--- config.mk ---
export PLATFORM = sky130hd
export DESIGN_NAME = interval_timer
export DESIGN_NICKNAME = d
export VERILOG_FILES = /design/src/rtl/interval_timer.sv
export SDC_FILE = /design/constraint.sdc
export NUM_CORES = 1
export LEC_CHECK = 0
export CAP_MARGIN = 25
export CELL_PAD_IN_SITES_DETAIL_PLACEMENT = 1
export CELL_PAD_IN_SITES_GLOBAL_PLACEMENT = 2
export CORE_MARGIN = 1
export CORE_UTILIZATION = 33
export DETAILED_ROUTE_END_ITERATION = 16
export PLACE_DENSITY_LB_ADDON = 0.08
export SLEW_MARGIN = 15
export SYNTH_ARGS = -nofsm -noshare
export SYNTH_HDL_FRONTEND = slang
export SYNTH_SLANG_ARGS = --single-unit
--- constraint.sdc ---
create_clock -name clk -period 4.21 [get_ports clk]
set_input_delay 1.263 -clock clk [delete_from_list [all_inputs] [get_ports clk]]
set_output_delay 1.263 -clock clk [all_outputs]
set_load 0.02 [all_outputs]
--- src/rtl/interval_timer.sv ---
// -----------------------------------------------------------------------------
// interval_timer
//
// Measures the interval between two rising edges of event_i in units of
// CPC = CLOCK_FREQ/CLOCK_DIVIDER clock cycles. Software arms the block. The
// first rising edge starts the count. The next rising edge stops it, or the
// count stops when it reaches the limit or all-ones saturation. The result is
// held until the block is armed again or aborted.
//
// Ports
//   clk       system clock, all logic on the rising edge
//   reset_n   asynchronous active-low reset
//   arm       one-cycle pulse: clear the result and wait for a start edge
//   abort     one-cycle pulse: return to IDLE and clear the result
//   event_i   event level, synchronous to clk (only rising edges are used)
//   limit     timeout in units; 0 = only all-ones saturation applies
//   elapsed   measured interval in units
//   busy      measurement armed or in progress
//   valid     measurement complete, result held
//   overflow  measurement ended on the limit or on saturation
//
// State table
//   state   | meaning
//   IDLE    | no measurement, elapsed = 0
//   ARMED   | waiting for the start edge
//   RUNNING | counting units until the stop edge or the limit
//   DONE    | result held for readback
// -----------------------------------------------------------------------------
module interval_timer #(
  parameter int CLOCK_FREQ    = 54_000_000,
  parameter int CLOCK_DIVIDER = 1_000_000,
  parameter int WIDTH         = 32
) (
  input  logic             clk,
  input  logic             reset_n,
  input  logic             arm,
  input  logic             abort,
  input  logic             event_i,
  input  logic [WIDTH-1:0] limit,
  output logic [WIDTH-1:0] elapsed,
  output logic             busy,
  output logic             valid,
  output logic             overflow
);

  localparam int CPC   = CLOCK_FREQ / CLOCK_DIVIDER;
  localparam int PRE_W = (CPC > 1) ? $clog2(CPC) : 1;
  localparam logic [PRE_W-1:0] PRE_LAST = PRE_W'(CPC - 1);

  typedef enum logic [1:0] {
    IDLE    = 2'd0,
    ARMED   = 2'd1,
    RUNNING = 2'd2,
    DONE    = 2'd3
  } state_t;

  state_t             state_q, state_d;
  logic [PRE_W-1:0]   prescaler_q, prescaler_d;
  logic [WIDTH-1:0]   elapsed_q, elapsed_d;
  logic               overflow_q, overflow_d;
  logic               event_q;

  logic               rise;
  logic               tick;
  logic [WIDTH-1:0]   lim_eff;
  logic               at_cap;
  logic               at_limit;

  assign rise = event_i & ~event_q;
  assign tick = (state_q == RUNNING) && (prescaler_q == PRE_LAST);

  // A zero limit means "count until all-ones".
  assign lim_eff = (limit == '0) ? '1 : limit;

  // at_cap: elapsed is already at or beyond the limit (limit was lowered
  // while running), so the next tick must not increment it.
  // at_limit: the next tick reaches or has passed the limit and ends the run.
  // lim_eff is never 0, so lim_eff - 1 cannot underflow.
  assign at_cap   = (elapsed_q >= lim_eff);
  assign at_limit = (elapsed_q >= (lim_eff - WIDTH'(1)));

  // ---------------------------------------------------------------------------
  // State and datapath registers
  // ---------------------------------------------------------------------------
  always_ff @(posedge clk or negedge reset_n) begin
    if (!reset_n) begin
      state_q     <= IDLE;
      prescaler_q <= '0;
      elapsed_q   <= '0;
      overflow_q  <= 1'b0;
      event_q     <= 1'b0;
    end else begin
      state_q     <= state_d;
      prescaler_q <= prescaler_d;
      elapsed_q   <= elapsed_d;
      overflow_q  <= overflow_d;
      event_q     <= event_i;
    end
  end

  // ---------------------------------------------------------------------------
  // Next-state and datapath update
  // Priority: abort, then arm, then rise, then tick.
  // ---------------------------------------------------------------------------
  always_comb begin
    state_d     = state_q;
    prescaler_d = prescaler_q;
    elapsed_d   = elapsed_q;
    overflow_d  = overflow_q;

    if (abort) begin
      state_d     = IDLE;
      prescaler_d = '0;
      elapsed_d   = '0;
      overflow_d  = 1'b0;
    end else if (arm) begin
      // A rise in the same cycle as arm is discarded on purpose.
      state_d     = ARMED;
      prescaler_d = '0;
      elapsed_d   = '0;
      overflow_d  = 1'b0;
    end else begin
      unique case (state_q)
        IDLE: begin
        end

        ARMED: begin
          if (rise) begin
            state_d     = RUNNING;
            prescaler_d = '0;
            elapsed_d   = '0;
            overflow_d  = 1'b0;
          end
        end

        RUNNING: begin
          if (rise) begin
            // Stop edge wins over a coincident tick: elapsed stays frozen.
            state_d    = DONE;
            overflow_d = 1'b0;
          end else if (tick) begin
            prescaler_d = '0;
            if (!at_cap) begin
              elapsed_d = elapsed_q + WIDTH'(1);
            end
            if (at_limit) begin
              state_d    = DONE;
              overflow_d = 1'b1;
            end
          end else begin
            prescaler_d = prescaler_q + PRE_W'(1);
          end
        end

        DONE: begin
        end

        default: begin
          state_d = IDLE;
        end
      endcase
    end
  end

  // ---------------------------------------------------------------------------
  // Outputs, decoded from registers only
  // ---------------------------------------------------------------------------
  always_comb begin
    elapsed  = elapsed_q;
    busy     = (state_q == ARMED) || (state_q == RUNNING);
    valid    = (state_q == DONE);
    overflow = overflow_q;
  end

endmodule

==> flow_summary_export.csv <==
group,metric,value,unit
timing,maxClockFrequency,0.178,GHz
synth,avgSynthCellArea,8.06,µm²
worst_setup_path,crit_path_end_kind,"flip-flop",
timing,slew_headroom,0.484,
synth,ys.flop_type,"dfrtp_1",
synth,netlist_instances,571,
timing,finalSetupViolations,35,
worst_setup_path,rr_worst_depth,9,
route,dr.pass1.iters,4,
worst_setup_path,worst-path-buf-inv,1,
power,ir_drop,0.135,mV
die,start_util,0.343,
die,top_level_ports,72,
synth,synth.cell_area,0.00460,mm²
layout,fillCellCount,1551,
hold_path,hold_end,"prescaler_q[1]",
worst_setup_path,crit_path_start,"limit[2]",
synth,synth_compound_area_frac,0.194,
hold_path,worstHoldPathType,"reg2reg",
place,io_buffers,71,
layout,final_area,0.00730,mm²
clock_network,cts_tree,"built",
layout,instances_no_fill,938,
synth,yosys.area_share.simple,0.307,
worst_setup_path,r2r-end,"elapsed[31]",
synth,synth_edf_count,0,
route,drcViolationCount,0,
worst_setup_path,r2r_slack,0.76,ns
die,core_area,0.0134,mm²
timing,hold_ws,0.541,ns
timing,fin_skew,0.00519,ns
worst_setup_path,critPathRequiredTime,4.40,ns
timing,period_share,1.34,
clock_network,cts_root_buf,"clkbuf_16",
synth,synth.area.mux_share,0.0120,
timing,finalHoldViolations,0,
route,ant_nets,0,
grt,grt_use_total,0.254,
synth,yosysSeqAreaShare,0.228,
worst_setup_path,path_delay_family,"simple AND/OR/NAND/NOR gates",
timing,grt_setup_unrepaired,"yes",
worst_setup_path,critPathMaxFanout,4,
hold_path,hold_path.startpoint,"prescaler_q[1]",
power,p_per_area,147,mW/mm²
grt,grt_max_degree,24,
grt,grt_pass1_wl,28.5,mm
synth,synth_top_family_by_area,"simple AND/OR/NAND/NOR gates",
route,wl_per_cell,19.2,µm
clock_network,cts.sinks,42,
layout,antenna_cells,0,
grt,antenna_found_initial,0,
worst_setup_path,crit_path_start_kind,"input pin",
timing,min_period,5.62,ns
synth,ys_types,64,
place,place_area,0.00645,mm²
worst_setup_path,crit_path_cell_trace,"buf_6 > or3_4 > or3_4 > a311o_1 > or3b_4 > or4_4 > nor4b_4 > and2_4 > nor3b_4 > mux2_4 > ha_4 > a21o_1 > a21oi_2 > nor2b_1 > o211ai_1 > a21oi_1 > a2111oi_2 > nand3_2 > a31oi_1 > a21oi_1",
place,gp_congestion,0.885,
worst_setup_path,crit_type,"in2reg",
die,rows,42,
layout,fin_util,0.545,
worst_setup_path,cpPeakStageDelay,0.44,ns
clock_network,cts_hold_buf,0,
clock_network,clockBufferDepth,2,
layout,final_nets,859,
clock_network,clk_pin_slew,0.07,ns
grt,grt_pass1_vias,5560,
die,fp.dieW,120,µm
status,failed_checks,"negative setup slack",
power,finalPower,1.07,mW
clock_network,cts_buffers,5,
place,dpl.hpwl,13.4,mm
power,cellLeakagePower,3.09,nW
place,dp_slack,-2.28,ns
route,drt_iter0_drc,215,
synth,synth_seq_cells,42,
clock_network,cts_htree_levels,2,
synth,synth_xor_area_frac,0.0495,
timing,worst-slew-pin-transition,0.774,ns
layout,drive_above_1_share,0.327,
layout,seqCellArea,0.00105,mm²
timing,drv_slew,0,
die,die-height,120,µm
synth,synth_fa_ha_area_frac,0.175,
synth,async_flop_share,1.00,
die,die-area,0.0144,mm²
route,vias,5325,
layout,area_delta_synth_final,58.7,%
route,viasPerCell,5.68,
grt,gr-total-overflow,0,
hold_path,holdPathStages,2,
timing,setup_ws,-1.41,ns
worst_setup_path,cpMaxStageDelayCell,"or4_4",
place,dp.cells,903,
worst_setup_path,r2r-start,"elapsed[10]",
job,maxCapViolations,0,
layout,multiInputGateArea,0.00397,mm²
status,status,"finished, violations left",
clock_network,clk_latency,0.30,ns
synth,synth.net_count,669,
route,totalWireLength,18.0,mm
synth,ys_warn_count,0,
worst_setup_path,critPathArrivalTime,5.81,ns
timing,finalSetupTns,-33.39,ns
[timing repair]
action / 4_1_cts / 5_1_grt
pin swaps: 55 / 38
cloned: 2 / 0
resized for setup: 109 / 51
buffers inserted: 20 / 8
setup endpoints to repair: 35 / 35
[tightest hold or removal path, cell delays in order (launching register included)]
cell and delay [ns]:
dfrtp_1 0.39, nand2_1 0.07, o31ai_1 0.06
[cell type report]
| cell class | count | area share |
|---|---|---|
| inverter | 19 | 0.00977 |
| sequential | 42 | 0.144 |
| tap | 176 | 0.0302 |
| clock inverter | 3 | 0.00326 |
| timing repair buffer | 203 | 0.252 |
| multi-input combinational | 490 | 0.544 |
| clock buffer | 5 | 0.0171 |
[cells by family after synthesis]
| group | Yosys count |
|---|---|
| flip-flops | 42 |
| buffers and inverters | 40 |
| adder cells (fa/ha/maj) | 65 |
| AO/OA/AOI/OAI | 139 |
| multiplexers | 5 |
| AND/OR/NAND/NOR | 254 |
| XOR/XNOR | 26 |
[synth_stat cells (7+ instances only)]
library cell,count,share of area
o211ai_1,10,0.016
nand3_1,21,0.023
nor4_1,19,0.026
ha_1,61,0.17
xnor2_1,15,0.029
nor2_1,62,0.051
clkbuf_1,14,0.011
or3_1,21,0.029
xor2_1,11,0.021
inv_1,19,0.016
nand4_1,25,0.034
dfrtp_1,42,0.23
a21o_1,13,0.021
nand2_1,33,0.027
nor3_1,13,0.014
and2_1,7,0.0095
o21ai_0,34,0.037
a21oi_1,41,0.045
nand2b_1,14,0.019
[flip-flops by register name, indices dropped and copies added, names as in the netlist]
signal,flops
event_q,1
overflow,1
prescaler_q,6
state_q,2
elapsed,32
[layout by cell type (no fill, tap or decap), types with 13 or more instances in the layout]
cell type        netlist  layout
a21oi_2                0      14
o21ai_0               34      27
nand4_1               25      25
dfrtp_1               42      42
ha_1                  61      53
a21oi_1               41      27
nor2_1                62      52
inv_1                 19      19
or3_1                 21      14
nand2_1               33      33
a21o_1                13      13
xnor2_1               15      13
clkdlybuf4s50_1        0      48
buf_4                  0     105
nand3_1               21      18
nand2b_1              14      13
buf_6                  0      26
[routing by layer]
layer  wire length [µm]  vias up  track usage
met2               9250      106        0.458
met1               7600     2663        0.313
met5                  0        -            0
met4                486        0       0.0820
li1                   -     2528            -
met3                667       28       0.0257
[where the power goes]
part,switching [mW],internal (mW),total [mW]
sequential,0.00262,0.406,0.408
clock,0.196,0.223,0.418
combinational,0.128,0.119,0.247
[worst max-delay path by stage]
| stage | end | slack (ns) | cells past startpoint |
|---|---|---|---|
| 5_1_grt | state_q[0] | -1.58 | 20 |
| 3_5_place_dp | state_q[0] | -2.28 | 19 |
| 4_1_cts | state_q[0] | -1.70 | 19 |
| 6_report | overflow | -1.41 | 20 |
| 2_1_floorplan | overflow | -1.71 | 20 |
| 3_3_place_gp | overflow | -2.15 | 20 |
Note: power is estimated with default switching activity, not from simulation.
